==> src/rtl/uart_transmitter_pkg.sv <==
// Shared project definitions for the UART transmitter: logic-level names,
// the frame state enum and the baud divisor calculation.
package uart_transmitter_pkg;

    localparam logic YES  = 1'b1;
    localparam logic NO   = 1'b0;
    localparam logic HIGH = 1'b1;
    localparam logic LOW  = 1'b0;

    typedef enum logic [1:0] {
        IDLE,
        START,
        DATA,
        STOP
    } tx_state_t;

    // Rounds to the nearest whole number of clocks per serial bit.
    function automatic int calcDivisor(input int clockHz, input int baud);
        return (clockHz + baud / 2) / baud;
    endfunction

endpackage

==> src/rtl/uart_transmitter.sv <==
// 8N1 UART transmitter with an inline baud counter. A byte requested during
// the last stop-bit cycle starts immediately, so consecutive frames are gapless.
module uart_transmitter
    import uart_transmitter_pkg::*;
#(
    parameter int CLOCK_HZ = 50000000,
    parameter int BAUD     = 115200
) (
    input  logic       clk,
    input  logic       reset,
    input  logic       request,
    input  logic [7:0] data,
    output logic       taken,
    output logic       tx,
    output logic       busy
);

    localparam int DIVISOR = calcDivisor(CLOCK_HZ, BAUD);
    localparam int CNT_W   = $clog2(DIVISOR);
    localparam logic [CNT_W-1:0] LAST_COUNT = CNT_W'(DIVISOR - 1);

    if (DIVISOR < 2) begin : g_badDivisor
        $fatal(1, "uart_transmitter: DIVISOR must be at least 2");
    end

    tx_state_t        r_state   = IDLE;
    logic [CNT_W-1:0] r_baudCnt = '0;
    logic [2:0]       r_bitIdx  = '0;
    logic [7:0]       r_shift   = '0;
    logic             r_tx      = HIGH;
    logic             r_taken   = NO;

    tx_state_t        w_nextState;
    logic [CNT_W-1:0] w_nextBaudCnt;
    logic [2:0]       w_nextBitIdx;
    logic [7:0]       w_nextShift;
    logic             w_nextTx;
    logic             w_nextTaken;
    logic             w_lastBaud;
    logic             w_accept;

    assign w_lastBaud = (r_baudCnt == LAST_COUNT);

    always_comb begin
        w_nextState   = r_state;
        w_nextBaudCnt = w_lastBaud ? '0 : r_baudCnt + 1'b1;
        w_nextBitIdx  = r_bitIdx;
        w_nextShift   = r_shift;
        w_nextTx      = r_tx;
        w_nextTaken   = NO;
        w_accept      = NO;

        case (r_state)
            IDLE: begin
                w_nextBaudCnt = '0;
                w_nextTx      = HIGH;
                w_accept      = request;
            end
            START: begin
                if (w_lastBaud) begin
                    w_nextState = DATA;
                    w_nextTx    = r_shift[0];
                end
            end
            DATA: begin
                if (w_lastBaud) begin
                    if (r_bitIdx == 3'd7) begin
                        w_nextState = STOP;
                        w_nextTx    = HIGH;
                    end else begin
                        w_nextBitIdx = r_bitIdx + 3'd1;
                        w_nextShift  = {1'b0, r_shift[7:1]};
                        w_nextTx     = r_shift[1];
                    end
                end
            end
            STOP: begin
                // Accepting here instead of returning to IDLE removes the idle gap.
                if (w_lastBaud) begin
                    w_nextState = IDLE;
                    w_nextTx    = HIGH;
                    w_accept    = request;
                end
            end
            default: w_nextState = IDLE;
        endcase

        if (w_accept) begin
            w_nextState   = START;
            w_nextShift   = data;
            w_nextTaken   = YES;
            w_nextTx      = LOW;
            w_nextBaudCnt = '0;
            w_nextBitIdx  = '0;
        end
    end

    always_ff @(posedge clk) begin
        if (reset) begin
            r_state   <= IDLE;
            r_baudCnt <= '0;
            r_bitIdx  <= '0;
            r_shift   <= '0;
            r_tx      <= HIGH;
            r_taken   <= NO;
        end else begin
            r_state   <= w_nextState;
            r_baudCnt <= w_nextBaudCnt;
            r_bitIdx  <= w_nextBitIdx;
            r_shift   <= w_nextShift;
            r_tx      <= w_nextTx;
            r_taken   <= w_nextTaken;
        end
    end

    assign tx    = r_tx;
    assign taken = r_taken;
    assign busy  = (r_state != IDLE);

endmodule
==> config.mk <==
export PLATFORM = sky130hd
export DESIGN_NAME = uart_transmitter
export DESIGN_NICKNAME = d
export VERILOG_FILES = /design/src/rtl/uart_transmitter_pkg.sv /design/src/rtl/uart_transmitter.sv
export SDC_FILE = /design/constraint.sdc
export NUM_CORES = 1
export LEC_CHECK = 0
export CORE_UTILIZATION = 40
export CTS_CLUSTER_SIZE = 8
export DETAILED_ROUTE_END_ITERATION = 8
export HOLD_SLACK_MARGIN = 0.06
export PLACE_DENSITY = 0.6
export SLEW_MARGIN = 20
export SYNTH_ARGS = -nofsm -noshare
export SYNTH_HDL_FRONTEND = slang
export SYNTH_SLANG_ARGS = --single-unit
export TNS_END_PERCENT = 10
==> constraint.sdc <==
create_clock -name clk -period 2.61 [get_ports clk]
set_clock_uncertainty 0.1 [all_clocks]
set_input_delay 0.522 -clock clk [delete_from_list [all_inputs] [get_ports clk]]
set_output_delay 0.522 -clock clk [all_outputs]
set_load 0.01 [all_outputs]
Word level (Yosys, flattened, before mapping):

Cells that the tools add are included.

* word-level logic and storage cells: 56
* bits in registers: 24
* output and inout bits: 3
* input bits: 11

* reduce and logical (&&, ||, !) cells: 13
* bitwise operators: 1
* mux-type cells: 19
* add/subtract/negate cells: 2
* equality and inequality tests: 14

Operators with widths (count)
* two-way mux 8 bit: 4
* inequality test 3 bit, second input constant: 4
* inequality test 2 bit, second input constant: 5
* AND reduction 5 bit: 2
* adder 9 x 1 -> 9 bit, second input constant: 1
* == test 9 bit, second input constant: 1
* AND reduction 3 bit: 3
* two-way mux 1 bit: 8
* two-way mux 2 bit: 4
* case mux 2 bit (3 select lines): 1
* nonzero test 2 bit: 3
* == test 2 bit, second input constant: 2
* case mux 1 bit (4 select lines): 1
* nonzero test 4 bit: 1
* OR reduction 4 bit: 1
* adder 3 x 1 -> 3 bit, second input constant: 1
* == test 3 bit, second input constant: 1
* nonzero test 3 bit: 1
* == test 2 x 1 -> 1 bit, second input constant: 1
* logical NOT 2 bit: 1
* case mux 1 bit (2 select lines): 1
* OR reduction 2 bit: 1
* NOT 1 bit: 1

Depth between registers and ports, before layout:

Gate-level depths: netlist of run 1.

* depth in word-level cells: 5
* depth in mapped cells: 7
* depth with buffers taken out: 6

Worst setup path after synthesis of run 1:

Ideal clock, no wire load.

* path kind: register to register
* from: register r_baudCnt[2]
* to: register r_shift[1]
* buffers on the path: 1
* arrival time: 1690 ps
* setup time: 136 ps
* clock period less this slack: 1926 ps
* cell stages (with the launch flop): 6
* path slack: 684 ps
* required time: 2374 ps
* cells stage by stage: dfxtp_1 -> or4b_4 -> nor4b_4 -> buf_6 -> mux2i_1 -> a211oi_2

* cells in the longest elaborated chain, start to end: 5
* elaborated cells on any way between the ends: 8
* those cells by class: eq/ne: 2; mux: 3; reduce/logical: 3

Ends and longest elaborated chain
* start, declared: RTL line uart_transmitter.sv:27 `logic [CNT_W-1:0] r_baudCnt = '0;`
* start signal, assigned: RTL line uart_transmitter.sv:108 `r_baudCnt <= w_nextBaudCnt;`
* == test 9 bit (*): RTL line uart_transmitter.sv:42 `assign w_lastBaud = (r_baudCnt == LAST_COUNT);`
* two-way mux 1 bit: RTL line uart_transmitter.sv:79 `if (w_lastBaud) begin`
* case mux 1 bit (2 select lines): RTL line uart_transmitter.sv:53 `case (r_state)`
* inequality test 2 bit (no source line) / nonzero test 2 bit (equally long branches)
* AND reduction 3 bit (no source line)
* end signal, assigned: RTL line uart_transmitter.sv:110 `r_shift <= w_nextShift;`
* end, declared: RTL line uart_transmitter.sv:29 `logic [7:0] r_shift = '0;`

Mark *: on every way between the ends. The rest lies on a longest branch, timed or not.
A chain may end at the register's enable or synchronous reset.

Worst setup path after layout of run 1:

* from: register r_state[0]
* to: output busy

* cells in the longest elaborated chain, start to end: 1

Ends and longest elaborated chain
* start, declared: RTL line uart_transmitter.sv:26 `tx_state_t r_state = IDLE;`
* start signal, assigned: RTL line uart_transmitter.sv:107 `r_state <= w_nextState;`
* nonzero test 2 bit: RTL line uart_transmitter.sv:118 `assign busy = (r_state != IDLE);`
* end, declared: RTL line uart_transmitter.sv:15 `output logic busy`

Every way passes these cells.

==> results.sh, run 1 <==
export IMPL_critPathRequiredTime_ps=1990
export IMPL_max_freq_mhz=426
export IMPL_synth_nets=146
export IMPL_yosys_area_top_type="dfxtp_1"
export IMPL_crit_end="busy"
export IMPL_holdWs_ps=401
export IMPL_grt_usage_pct=15.3
export IMPL_hold_depth=1
export IMPL_drive_gt1_share_pct=11.3
export IMPL_grt_overflow=0
export IMPL_antennaDiodeCount=0
export IMPL_grt_pass1_wl_um=3840
export IMPL_clk_pin_slew_ps=140
export IMPL_area_growth_pct=15.3
export IMPL_fin_total_pwr_w=0.00122
export IMPL_chipHeight_um=57.7
export IMPL_rows=19
export IMPL_slowest_stage="clkdlybuf4s50_1"
export IMPL_ant_nets=0
export IMPL_ys_ff_latch=24
export IMPL_cts_tree="yes"
export IMPL_critPathMostFrequentCell="inv_1"
export IMPL_netlist_area_um2=1240
export IMPL_ctsResizeCount=0
export IMPL_r2r_cells=5
export IMPL_critPathLaunch="r_state[0]"
export IMPL_route_vias_total=953
export IMPL_fp_dieW_um=57.7
export IMPL_synth_avg_cell_area_um2=9.75
export IMPL_p_leak_nw=0.500
export IMPL_start_util_pct=43.4
export IMPL_cp_max_fo=5
export IMPL_rsz0062_at_grt="no"
export IMPL_fin_setup_tns_ps=0
export IMPL_grt_max_degree=14
export IMPL_pwr_density_cell_nw_per_um2=854
export IMPL_synth_top_cell_area_share_pct=38.8
export IMPL_fin_crit_ps=2350
export IMPL_wl_um=2270
export IMPL_avgViaCountPerCell=5.51
export IMPL_ios=14
export IMPL_multiInputGateArea_um2=701
export IMPL_grt_pass1_vias=885
export IMPL_gp_congestion=0.804
export IMPL_regArea_um2=480
export IMPL_hpwl_um=1720
export IMPL_r2r_slack_ps=580
export IMPL_core_area_um2=2850
export IMPL_numCtsBuffers=3
export IMPL_post_route_util_pct=50.0
export IMPL_dr_pass1_iters=7
export IMPL_wl_per_cell_um=13.1
export IMPL_cts_max_path_buffers=2
export IMPL_htreeDepth=1
export IMPL_drv_slew=0
export IMPL_max_stage_delay_ps=520
export IMPL_synth_seq_area_share_pct=38.8
export IMPL_cp_arrival_ps=1730
export IMPL_fp_dieArea_um2=3320
export IMPL_hold_buffers=0
export IMPL_setup_viol=0
export IMPL_peakVddDrop_mv=0.370
export IMPL_final_nets=162
export IMPL_max_slew_margin_rel_pct=72.4
export IMPL_cts_sinks=24
export IMPL_clockRootBuffer="clkbuf_4"
export IMPL_antenna_found_initial=0
export IMPL_tightest_slew_ps=412
export IMPL_worstSetupStartpointType="flip-flop"
export IMPL_synth_cells=127
export IMPL_netlist_top_cells_area="dfxtp_1 (39%), ha_1 (8.1%), mux2i_1 (8.1%)"
export IMPL_yosys_warnings=0
export IMPL_io_buffers=13
export IMPL_synth_cell_types=33
export IMPL_criticalPathCategory="flip-flop to primary output"
export IMPL_hold_violations=0
export IMPL_hp_class="flip-flop to flip-flop"
export IMPL_clk_latency_ps=330
export IMPL_failed_checks="DRC"
export IMPL_status="finished with violations"
export IMPL_crit_chain="inv_1 > ha_1 > inv_1 > clkdlybuf4s50_1"
export IMPL_r2r_end="r_shift[5]"
export IMPL_fill_cells=290
export IMPL_post_cts_buffers=0
export IMPL_maxCapViolCount=0
export IMPL_reg2reg_from="r_baudCnt[2]"
export IMPL_drt_iter0_markers=17
export IMPL_end_kind="primary output"
export IMPL_drc=2
export IMPL_period_share_pct=90.0
area by class of cell:
class | instances | area share, %
Multi-Input combinational cell | 92 | 49.1
Sequential cell | 24 | 33.7
Timing Repair Buffer | 15 | 10.2
Tap cell | 31 | 2.72
Clock buffer | 4 | 2.54
Inverter | 7 | 1.84
sequential cells by signal, summed over array words and instances, names as in the netlist:
register,count
r_bitIdx,3
tx,1
r_state,2
r_baudCnt,9
taken,1
r_shift,8
worst max-delay path: cells and delay by family, from the launching register on:
kind	cells	cell delay [ps]
fa+ha+maj	1	290
buf+inv	3	690
flops	1	420
Yosys cell counts (all sizes together):
cell type    count
mux2i           10
buf              3
nand4            2
nand3            5
xnor2            5
a41oi            1
o21ai            1
nand2            6
o32ai            1
nor2            13
and4             1
dlygate4sd1      1
a41o             1
or4b             1
and3             1
a21oi            4
inv              7
nor4b            1
dfxtp           24
and2             1
a211oi           7
ha               8
nand2b           1
a211o            1
and4b            1
xor2             3
nor3            12
nor2b            1
nor4             2
o21bai           2
through the flow:
stage,cells,instance area [µm²],setup slack [ps]
after floorplan,127,1240,684
after global placement,169,1390,598
after detailed placement,169,1390,506
after CTS,173,1430,271
after global routing,173,1430,164
final,173,1430,261
cell families (layout without fill, tap and decap cells):
group                    after synthesis  after routing  share of synthesized area (%)
AO/OA/AOI/OAI                         18             18                           13.4
XOR/XNOR                               8              8                           5.66
adder cells (fa/ha/maj)                8              8                           8.08
buffers and inverters                 11             26                           4.65
flip-flops                            24             24                           38.8
multiplexers                          10             10                           8.08
AND/OR/NAND/NOR                       48             48                           21.3
how the worst min path moves through the flow:
| stage | startpoint | to |
|---|---|---|
| 6_report | r_baudCnt[0] | r_baudCnt[0] |
| 5_1_grt | r_baudCnt[0] | r_baudCnt[0] |
| 4_1_cts | r_baudCnt[0] | r_baudCnt[0] |
| 3_5_place_dp | r_baudCnt[0] | r_baudCnt[0] |
| 3_3_place_gp | r_baudCnt[0] | r_baudCnt[0] |
| 2_1_floorplan | r_baudCnt[0] | r_baudCnt[0] |
power breakdown:
group / internal, W / switching, W / leakage [nW]
logic: 0.000223 / 0.000288 / 0.283
registers: 0.000448 / 0.0000550 / 0.196
clock network: 0.0000855 / 0.000119 / 0.0210
cell usage in the layout, fill, tap and decap left out, drive strengths merged, types with 2 or more instances in the layout:
| master | count |
|---|---|
| nand4 | 2 |
| nand3 | 5 |
| clkbuf | 4 |
| clkdlybuf4s50 | 13 |
| ha | 8 |
| nor4 | 2 |
| nand2 | 6 |
| xor2 | 3 |
| inv | 7 |
| nor2 | 13 |
| mux2i | 10 |
| o21bai | 2 |
| nor3 | 12 |
| a211oi | 7 |
| a21oi | 4 |
| dfxtp | 24 |
| xnor2 | 5 |
| buf | 2 |
layer usage:
metal / routed length, µm / vias up / GRT usage (%)
li1: - / 481 / -
met1: 1150 / 456 / 20.7
met2: 1000 / 12 / 23.9
met3: 68 / 4 / 2.68
met4: 46 / 0 / 7.14
met5: 0 / - / 0
(Power assumes the default switching activity.)
==> run 2, diff against run 1 <==
--- a/constraint.sdc
+++ b/constraint.sdc
@@ -3,3 +3,3 @@
 set_input_delay 0.522 -clock clk [delete_from_list [all_inputs] [get_ports clk]]
 set_output_delay 0.522 -clock clk [all_outputs]
-set_load 0.01 [all_outputs]
+set_load 0.05 [all_outputs]
==> results.sh, run 2 (synthesis gave the netlist of run 1 again) <==
export IMPL_grt_max_degree=14
export IMPL_hpwl_um=1720
export IMPL_p_leak_nw=0.518
export IMPL_peakVddDrop_mv=0.432
export IMPL_r2r_end="r_shift[1]"
export IMPL_failed_checks="DRC"
export IMPL_antennaDiodeCount=0
export IMPL_numCtsBuffers=3
export IMPL_max_freq_mhz=457
export IMPL_chipHeight_um=57.7
export IMPL_place_ws_ps=398
export IMPL_drt_iter0_markers=15
export IMPL_reg2reg_from="r_baudCnt[2]"
export IMPL_wl_per_cell_um=13.4
export IMPL_final_nets=163
export IMPL_ctsResizeCount=0
export IMPL_grt_usage_pct=15.9
export IMPL_cts_max_path_buffers=2
export IMPL_area_growth_pct=16.1
export IMPL_final_common_cell="dfxtp_1"
export IMPL_clk_latency_ps=320
export IMPL_r2r_cells=5
export IMPL_antenna_found_initial=0
export IMPL_fp_dieW_um=57.7
export IMPL_grt_pass1_vias=951
export IMPL_rows=19
export IMPL_ios=14
export IMPL_clk_pin_slew_ps=140
export IMPL_setup_viol=0
export IMPL_min_to="r_baudCnt[0]"
export IMPL_wl_um=2320
export IMPL_htreeDepth=1
export IMPL_slowest_stage="dfxtp_1"
export IMPL_end_kind="primary output"
export IMPL_core_area_um2=2850
export IMPL_crit_chain="inv_1 > ha_1 > inv_1 > dlymetal6s2s_1"
export IMPL_worstSetupStartpointType="flip-flop"
export IMPL_cts_sinks=24
export IMPL_tightest_slew_ps=500
export IMPL_hold_buffers=0
export IMPL_pwr_density_cell_nw_per_um2=901
export IMPL_max_slew_margin_rel_pct=66.6
export IMPL_max_stage_delay_ps=410
export IMPL_io_buffers=13
export IMPL_clockRootBuffer="clkbuf_4"
export IMPL_dr_pass1_iters=6
export IMPL_grt_pass1_wl_um=4110
export IMPL_layout_common_cells="dfxtp_1 (24), nor2_1 (13), nor3_1 (12), clkdlybuf4s50_1 (12), mux2i_1 (10)"
export IMPL_cts_tree="yes"
export IMPL_rsz0062_at_grt="no"
export IMPL_hp_class="flip-flop to flip-flop"
export IMPL_start_util_pct=43.4
export IMPL_reg_top3="r_baudCnt x9, r_shift x8, r_bitIdx x3"
export IMPL_largest_reg_flops=9
export IMPL_fp_dieArea_um2=3320
export IMPL_largest_register="r_baudCnt"
export IMPL_postLayoutSetupSlackWorst_ps=424
export IMPL_cp_arrival_ps=1560
export IMPL_post_cts_buffers=0
export IMPL_drive_gt1_share_pct=11.9
export IMPL_fin_crit_ps=2190
export IMPL_critPathRequiredTime_ps=1990
export IMPL_drc=2
export IMPL_maxCapViolCount=0
export IMPL_min_from="r_baudCnt[0]"
export IMPL_critPathMostFrequentCell="inv_1"
export IMPL_route_vias_total=927
export IMPL_grt_overflow=0
export IMPL_ant_nets=0
export IMPL_critPathLaunch="r_state[0]"
export IMPL_status="finished with violations"
export IMPL_fin_setup_tns_ps=0
export IMPL_hold_violations=0
export IMPL_gp_congestion=0.722
export IMPL_avgViaCountPerCell=5.33
export IMPL_criticalPathCategory="flip-flop to primary output"
export IMPL_drv_slew=0
export IMPL_period_share_pct=83.8
export IMPL_r2r_slack_ps=570
export IMPL_hold_depth=1
export IMPL_cp_max_fo=5
run 2: changes by cell type in the layout (fill, tap and decap cells not counted), sizes merged:
cell	before	now
dlymetal6s2s	0	1
buf	2	3
clkdlybuf4s50	13	12
run 2: routing by layer:
layer / vias up / GRT usage [%] / part of all wire [%] / routed length (µm)
met4: 0 / 6.12 / 2.0 / 46
met5: - / 0 / 0 / 0
met3: 5 / 2.46 / 3.0 / 70
met1: 424 / 20.8 / 50 / 1160
li1: 484 / - / - / -
met2: 14 / 26.6 / 45 / 1040
run 2: worst max path at each step:
stage	depth (start not counted)	to	slack [ps]
floorplan	5	r_shift[1]	680
global placement	4	busy	450
detailed placement	4	busy	400
CTS	4	busy	20
global route	4	busy	340
finish	4	busy	420
run 2: area by class of cell:
cell class	count	area [µm²]
clock buffers	4	36.3
fillers	280	1420
inverters	7	26.3
multi-input cells	92	701
flip-flops and latches	24	480
well taps	31	38.8
repair buffers	16	155
run 2: critical path: cells and delay by family (launching register included):
family / cells / cell delay [ps]
buffers and inverters: 3 / 570
adder cells (fa/ha/maj): 1 / 260
flip-flops: 1 / 410
run 2: through the flow:
| step | instance area (µm²) | cells | power (W) | util [%] | hold slack [ps] |
|---|---|---|---|---|---|
| final | 1440 | 174 | 0.00130 | 50.4 | 400 |
| after detailed placement | 1400 | 170 | 0.00111 | 49.0 | 375 |
| after floorplan | 1240 | 127 | 0.000949 | - | 341 |
| after global placement | 1400 | 170 | 0.00109 | 49.0 | 360 |
| after CTS | 1440 | 174 | 0.00131 | 50.3 | 406 |
| after global routing | 1440 | 174 | 0.00139 | 50.4 | 450 |
run 2: where the power goes:
part,internal [W],switching [W]
clock,0.0000855,0.000118
sequential,0.000448,0.0000511
combinational,0.000231,0.000362
